`config.mk`:
```
export PLATFORM = sky130hd
export DESIGN_NAME = regfile_arbiter
export DESIGN_NICKNAME = d
export VERILOG_FILES = /design/src/rtl/regfile_arbiter.sv
export SDC_FILE = /design/constraint.sdc
export NUM_CORES = 1
export LEC_CHECK = 0
export CORE_UTILIZATION = 45
export DETAILED_ROUTE_END_ITERATION = 7
export PLACE_DENSITY = 0.85
export SYNTH_ARGS = -nofsm -noshare
export SYNTH_HDL_FRONTEND = slang
export SYNTH_SLANG_ARGS = --single-unit
```
`constraint.sdc`:
```
create_clock -name clk -period 3.31 [get_ports clk]
set_input_delay 0.331 -clock clk [delete_from_list [all_inputs] [get_ports clk]]
set_output_delay 0.331 -clock clk [all_outputs]
set_load 0.02 [all_outputs]
```
`src/rtl/regfile_arbiter.sv`:
```
// Round-robin arbiter sharing one register file between two requesters; each access
// runs IDLE -> ISSUE -> RESP, and every output comes straight from a register.
module regfile_arbiter #(
    parameter int DATA_W = 8,
    parameter int ADDR_W = 3
) (
    input  logic              clk,
    input  logic              rst,
    input  logic              req0,
    input  logic              req1,
    input  logic              we0,
    input  logic              we1,
    input  logic [ADDR_W-1:0] addr0,
    input  logic [ADDR_W-1:0] addr1,
    input  logic [DATA_W-1:0] wdata0,
    input  logic [DATA_W-1:0] wdata1,
    output logic              gnt0,
    output logic              gnt1,
    output logic              rsp_valid0,
    output logic              rsp_valid1,
    output logic [DATA_W-1:0] rsp_rdata,
    output logic              rf_we,
    output logic [ADDR_W-1:0] rf_write_addr,
    output logic [DATA_W-1:0] rf_write_data,
    output logic [ADDR_W-1:0] rf_read_addr,
    input  logic [DATA_W-1:0] rf_read_data
);

    typedef enum logic [1:0] {
        ST_IDLE  = 2'd0,
        ST_ISSUE = 2'd1,
        ST_RESP  = 2'd2
    } state_t;

    state_t              state_r;
    logic                prio_r;
    logic                win_r;
    logic                op_we_r;
    logic                gnt0_r;
    logic                gnt1_r;
    logic                rsp_valid0_r;
    logic                rsp_valid1_r;
    logic [DATA_W-1:0]   rsp_rdata_r;
    logic                rf_we_r;
    logic [ADDR_W-1:0]   rf_write_addr_r;
    logic [DATA_W-1:0]   rf_write_data_r;
    logic [ADDR_W-1:0]   rf_read_addr_r;

    logic                win_s;
    logic                sel_we_s;
    logic [ADDR_W-1:0]   sel_addr_s;
    logic [DATA_W-1:0]   sel_wdata_s;

    // Winner selection: a lone requester wins, a tie goes to the requester named by prio.
    always_comb begin
        win_s = 1'b0;
        if (req0 && req1) begin
            win_s = prio_r;
        end else if (req1) begin
            win_s = 1'b1;
        end else begin
            win_s = 1'b0;
        end
    end

    // Operand mux for the selected requester.
    always_comb begin
        sel_we_s    = we0;
        sel_addr_s  = addr0;
        sel_wdata_s = wdata0;
        if (win_s) begin
            sel_we_s    = we1;
            sel_addr_s  = addr1;
            sel_wdata_s = wdata1;
        end else begin
            sel_we_s    = we0;
            sel_addr_s  = addr0;
            sel_wdata_s = wdata0;
        end
    end

    // Access sequencer; the rf address/data registers double as the latched operation.
    always_ff @(posedge clk or negedge rst) begin
        if (!rst) begin
            state_r         <= ST_IDLE;
            prio_r          <= 1'b0;
            win_r           <= 1'b0;
            op_we_r         <= 1'b0;
            gnt0_r          <= 1'b0;
            gnt1_r          <= 1'b0;
            rsp_valid0_r    <= 1'b0;
            rsp_valid1_r    <= 1'b0;
            rsp_rdata_r     <= {DATA_W{1'b0}};
            rf_we_r         <= 1'b0;
            rf_write_addr_r <= {ADDR_W{1'b0}};
            rf_write_data_r <= {DATA_W{1'b0}};
            rf_read_addr_r  <= {ADDR_W{1'b0}};
        end else begin
            case (state_r)
                ST_IDLE: begin
                    if (req0 || req1) begin
                        state_r         <= ST_ISSUE;
                        win_r           <= win_s;
                        prio_r          <= ~win_s;
                        op_we_r         <= sel_we_s;
                        gnt0_r          <= ~win_s;
                        gnt1_r          <= win_s;
                        rf_we_r         <= sel_we_s;
                        rf_write_addr_r <= sel_addr_s;
                        rf_read_addr_r  <= sel_addr_s;
                        rf_write_data_r <= sel_wdata_s;
                    end else begin
                        state_r <= ST_IDLE;
                    end
                end
                ST_ISSUE: begin
                    state_r      <= ST_RESP;
                    gnt0_r       <= 1'b0;
                    gnt1_r       <= 1'b0;
                    rf_we_r      <= 1'b0;
                    rsp_valid0_r <= ~win_r;
                    rsp_valid1_r <= win_r;
                    // Writes leave the shared read data untouched.
                    if (!op_we_r) begin
                        rsp_rdata_r <= rf_read_data;
                    end else begin
                        rsp_rdata_r <= rsp_rdata_r;
                    end
                end
                ST_RESP: begin
                    state_r      <= ST_IDLE;
                    rsp_valid0_r <= 1'b0;
                    rsp_valid1_r <= 1'b0;
                end
                default: begin
                    state_r      <= ST_IDLE;
                    gnt0_r       <= 1'b0;
                    gnt1_r       <= 1'b0;
                    rsp_valid0_r <= 1'b0;
                    rsp_valid1_r <= 1'b0;
                    rf_we_r      <= 1'b0;
                end
            endcase
        end
    end

    assign gnt0          = gnt0_r;
    assign gnt1          = gnt1_r;
    assign rsp_valid0    = rsp_valid0_r;
    assign rsp_valid1    = rsp_valid1_r;
    assign rsp_rdata     = rsp_rdata_r;
    assign rf_we         = rf_we_r;
    assign rf_write_addr = rf_write_addr_r;
    assign rf_write_data = rf_write_data_r;
    assign rf_read_addr  = rf_read_addr_r;

endmodule

```
# After elaboration in Yosys (flattened, before gate mapping)
# Cells that the tools add are included.
# Widths: inputs -> output; s select.
totals:
  ff_bits: 29
  elab_cells: 40
  mem_bits_ro: 0
  output_inout_bits: 27
  latch_bits: 0
  ramBits: 0
  n_memories: 0
  input_bits: 36
classes:
  n_reduce_logical: 6
  bitwise: 4
  multipliers: 0
  n_addsub: 0
  n_lt_le_gt_ge: 0
  eq_ne: 3
  n_mux: 15
  div: 0
  shift: 0
op_table:
  columns: ["cell", "n"]
  rows:
  - ["$pmux 1 s2", 5]
  - ["$mux 8", 1]
  - ["$mux 1", 7]
  - ["$reduce_and 2->1", 3]
  - ["$not 1->1", 4]
  - ["$pmux 2 s2", 1]
  - ["$mux 3", 1]
  - ["$eq 2x1->1 const B", 1]
  - ["$eq 2x2->1 const B", 1]
  - ["$logic_not 2->1", 1]
  - ["$ne 2x2->1 const B", 1]
  - ["$logic_and 1x1->1", 1]
  - ["$logic_or 1x1->1", 1]

# Longest topological paths before layout
logic_depth:
  ltp_word: 5
  depth_mapped: 6
  depth_no_buf: 4

# Worst setup path after synthesis
# Ideal clock, no wire load.
synth_path:
  path_kind: "flip-flop to flip-flop"
  startpoint: "reg state_r[1]"
  endpoint: "reg rsp_rdata_r[0] (netlist: rsp_rdata[0])"
  setup_time_ps: 125
  setup_slack_ps: 2033
  period_less_slack_ps: 1277
  path_buffers: 2
  t_arrival_ps: 1152
  required_time_ps: 3185
  path_stages_with_launch: 6
  path_cell_list: "dfrtp_1 > buf_6 > nor2b_4 > nor2b_4 > buf_6 > mux2_4"
synth_via:
  elab_chain_cells: 2
synth_lines:
  columns: ["item", "line_no", "source"]
  rows:
  - ["start, declared", "35", "state_t state_r;"]
  - ["start signal, assigned", "85", "state_r <= ST_IDLE;"]
  - ["start signal, assigned", "102", "state_r <= ST_ISSUE;"]
  - ["start signal, assigned", "113", "state_r <= ST_IDLE;"]
  - ["$eq 2x1->1", "99", "case (state_r)"]
  - ["$reduce_and 2->1 (no source line)", null, null]
  - ["end signal, assigned", "93", "rsp_rdata_r <= {DATA_W{1'b0}};"]
  - ["end signal, assigned", "125", "rsp_rdata_r <= rf_read_data;"]
  - ["end signal, assigned", "127", "rsp_rdata_r <= rsp_rdata_r;"]
  - ["end, declared", "43", "logic [DATA_W-1:0] rsp_rdata_r;"]
# No other way between the ends.
# A chain may end at the register's enable or synchronous reset.

# Worst setup path in the final report
layout_path:
  startpoint: "reg rf_read_addr_r[0] (netlist: rf_read_addr[0])"
  endpoint: "out rf_read_addr[0]"
layout_lines:
  columns: ["item", "line_no", "source"]
  rows:
  - ["start, declared", "47", "logic [ADDR_W-1:0] rf_read_addr_r;"]
  - ["start signal, assigned", "97", "rf_read_addr_r <= {ADDR_W{1'b0}};"]
  - ["start signal, assigned", "110", "rf_read_addr_r <= sel_addr_s;"]
  - ["end, declared", "25", "output logic [ADDR_W-1:0] rf_read_addr,"]
# No word-level cell between the ends.

==> results by group <==
Pwr
  • Leak: 0.0008604 uW
  • Worst VDD drop: 0.4724 mV
  • PwrDens: 952.0 nW/um^2

Synthesis
  • Post-synthesis cell area: 1436 sq um
  • Avg Cell Area, Syn: 11.77 sq um
  • Synth unique cells: 32
  • Register area share after synthesis: 50.52%
  • Post-synth top area share: 50.52%
  • Synthesized instance count: 122
  • Top post-synthesis cells by area: dfrtp_1, mux2_4, buf_6
  • Yosys warning count: 0
  • Yosys top cell by area: dfrtp_1
  • Synthesized flop and latch total: 29
  • Syn_nets: 158

Placement
  • Port-buffer cells: 62
  • GPL Wtd Cong: 0.7932
  • Hpwl dp: 2.538 mm

Cells and area
  • Commonest non-fill, non-tap cell in the layout: clkdlybuf4s50_1
  • Nets: 215
  • P&R area growth vs syn: 43.64%
  • Number of diodes: 0
  • Highest-count cells in the layout ignoring fill and taps: clkdlybuf4s50_1, dfrtp_1, o21ai_0
  • Fillers: 258
  • Layout cells sized above 1: 13.89%

Timing
  • Hold slack: 0.3804 ns
  • Fin. Hold Viols: 0
  • Max Freq: 593.6 MHz
  • Post-Route Skew: 0.01039 ns
  • Worst Tran Pin Value: 0.3990 ns
  • Setup TNS: 0 ns
  • # setup viols final: 0
  • RSZ-0062 raised after global routing: false
  • Slew Limit Headroom: 73.40%
  • Crit path time final: 1.685 ns
  • Final Cycle Share: 50.90%
  • Slew Limit Fails: 0

Detailed routing
  • DRT Pass-1 Iters: 4
  • Routed len/inst: 15.45 um
  • Routed WL: 3.460 mm
  • Post-route ant nets: 0
  • Via count of the routed design: 1199
  • Iter 0 DRT Violations: 35
  • DR vias/cell: 5.353
  • Number of remaining DRC errors: 0

Outcome
  • Status: finished clean

Clock tree
  • CTS clk-pin slew, worst paths: 0.09 ns
  • Clk sink count: 29
  • TritonCTS clock tree: yes
  • # resized after CTS: 0
  • CTS buffer count: 5
  • CTS max path bufs: 2
  • Clock Latency Late Sink: 0.33 ns
  • Clock H-tree levels: 2
  • Post-CTS Hold Fix Bufs: 0
  • Post-CTS setup buffers: 0
  • CTS root buffer: clkbuf_4

Min path
  • Worst Hold Class: input pin to async pin

Global route
  • Grt ovf: 0
  • Gr usage total: 22.80%
  • First-pass GRT wire length: 5.713 mm
  • Largest net degree at the start of global routing: 30
  • Vias in the first global route: 1246
  • Initial antenna violation count: 0

Critical path
  • Slowest-stage cell, CP: clkdlybuf4s50_1
  • Worst Path Required: 2.98 ns
  • CP Buf/Inv Count: 1
  • Worst path cell trace: clkdlybuf4s50_1
  • Kind of cell adding the most delay to the critical path: buffers and inverters
  • CP arrival: 1.35 ns
  • Worst path max stage delay: 0.62 ns
  • Startpoint types: register
  • Critical Path Fanout Max: 3
  • Critical path capture point type: output pin
  • Critical path class: register to output pin

Floorplanning
  • Die Y-Extent: 58.50 um
  • FP Rows: 20
  • Top Ports: 63
  • Initial Util: 47.44%
  • Width of the die: 58.50 um
  • Die area: 3422 sq um
  • Core area: 3028 sq um

Run
  • Maxcap violations: 0
cell families (layout without fill, tap and decap cells):
family / count (synthesis) / after routing / share of synthesized area (%)
flip-flops: 29 / 29 / 50.52
AND/OR/NAND/NOR: 26 / 26 / 12.72
buffers and inverters: 18 / 76 / 8.798
multiplexers: 10 / 10 / 9.756
AO/OA/AOI/OAI: 39 / 39 / 18.21
report_power, final:
group | switching (uW) | leakage (uW) | internal (uW)
Clock | 124 | 0.0000320 | 80.7
Combinational | 519 | 0.000482 | 567
Sequential | 143 | 0.000347 | 531
worst register-to-register path: cells and delay by family, from the launching register on:
kind | cells | cell delay [ns]
DFF | 1 | 0.58
muxes | 1 | 0.34
and+or+nand+nor | 2 | 0.56
final timing paths:
path	startpoint	endpoint	slack (ns)	depth (start not counted)
setup reg to reg	state_r[0]$_DFF_PN0_	rsp_rdata[4]$_DFFE_PN0P_	1.70	3
min in group clk	rsp_rdata[6]$_DFFE_PN0P_	rsp_rdata[6]$_DFFE_PN0P_	0.51	1
hold / removal	rst	state_r[0]$_DFF_PN0_	0.38	2
hold reg to reg	rsp_rdata[6]$_DFFE_PN0P_	rsp_rdata[6]$_DFFE_PN0P_	0.51	1
max in group asynchronous	rst	rsp_rdata[7]$_DFFE_PN0P_	2.66	2
setup / recovery	rf_read_addr[0]$_DFFE_PN0P_	rf_read_addr[0]	1.63	1
routing by layer:
metal / vias up / part of all wire, % / global-route usage, %
li1: 557 / - / -
met1: 572 / 42 / 27.27
met2: 65 / 49 / 38.92
met3: 5 / 8.2 / 7.473
met4: 0 / 1.2 / 7.483
met5: - / 0 / 0
layout make-up:
cell class / count / area, sq um / area share [%]
sequential: 29 / 725.7 / 35.17
timing repair buffer: 63 / 628.1 / 30.44
multi-input combinational: 75 / 584.3 / 28.32
tap: 44 / 55.05 / 2.668
clock buffer: 6 / 41.29 / 2.001
inverter: 5 / 18.77 / 0.9096
clock inverter: 2 / 10.01 / 0.4851
flip-flops by register name (all words and copies together) (netlist names):
register       cells
win_r              1
rsp_valid1         1
state_r            2
rf_we              1
op_we_r            1
rsp_rdata          8
gnt0               1
rsp_valid0         1
rf_read_addr       3
gnt1               1
rf_write_data      8
prio_r             1
synthesized netlist by cell type:
cell type  number
a21oi_1         9
a221o_1         4
a22oi_1         1
a31oi_1         7
and2b_1         1
and2b_2         1
buf_2           2
buf_4           3
buf_6           6
clkbuf_1        2
dfrtp_1        29
inv_1           3
inv_2           2
mux2_4          8
mux2i_1         2
nand2_1         3
nand2_4         1
nand2b_1        1
nand3_1         7
nand4b_1        1
nor2_1          3
nor2_4          1
nor2b_1         2
nor2b_4         2
nor3_4          1
o2111a_1        4
o211ai_1        2
o21ai_0        10
o22ai_1         1
o32ai_1         1
or2_1           1
or2_4           1
per-stage QoR:
stage          power [uW]  setup WS [ns]  cells  area [sq um]  util (%)
2_1_floorplan        1375          2.033    122          1436         -
3_3_place_gp         1737          1.378    216          2012     66.45
3_5_place_dp         1769          1.317    216          2012     66.45
4_1_cts              1977          1.610    224          2063     68.14
5_1_grt              2092          1.576    224          2063     68.14
6_report             1964          1.625    224          2063     68.14
(Power assumes the default switching activity.)
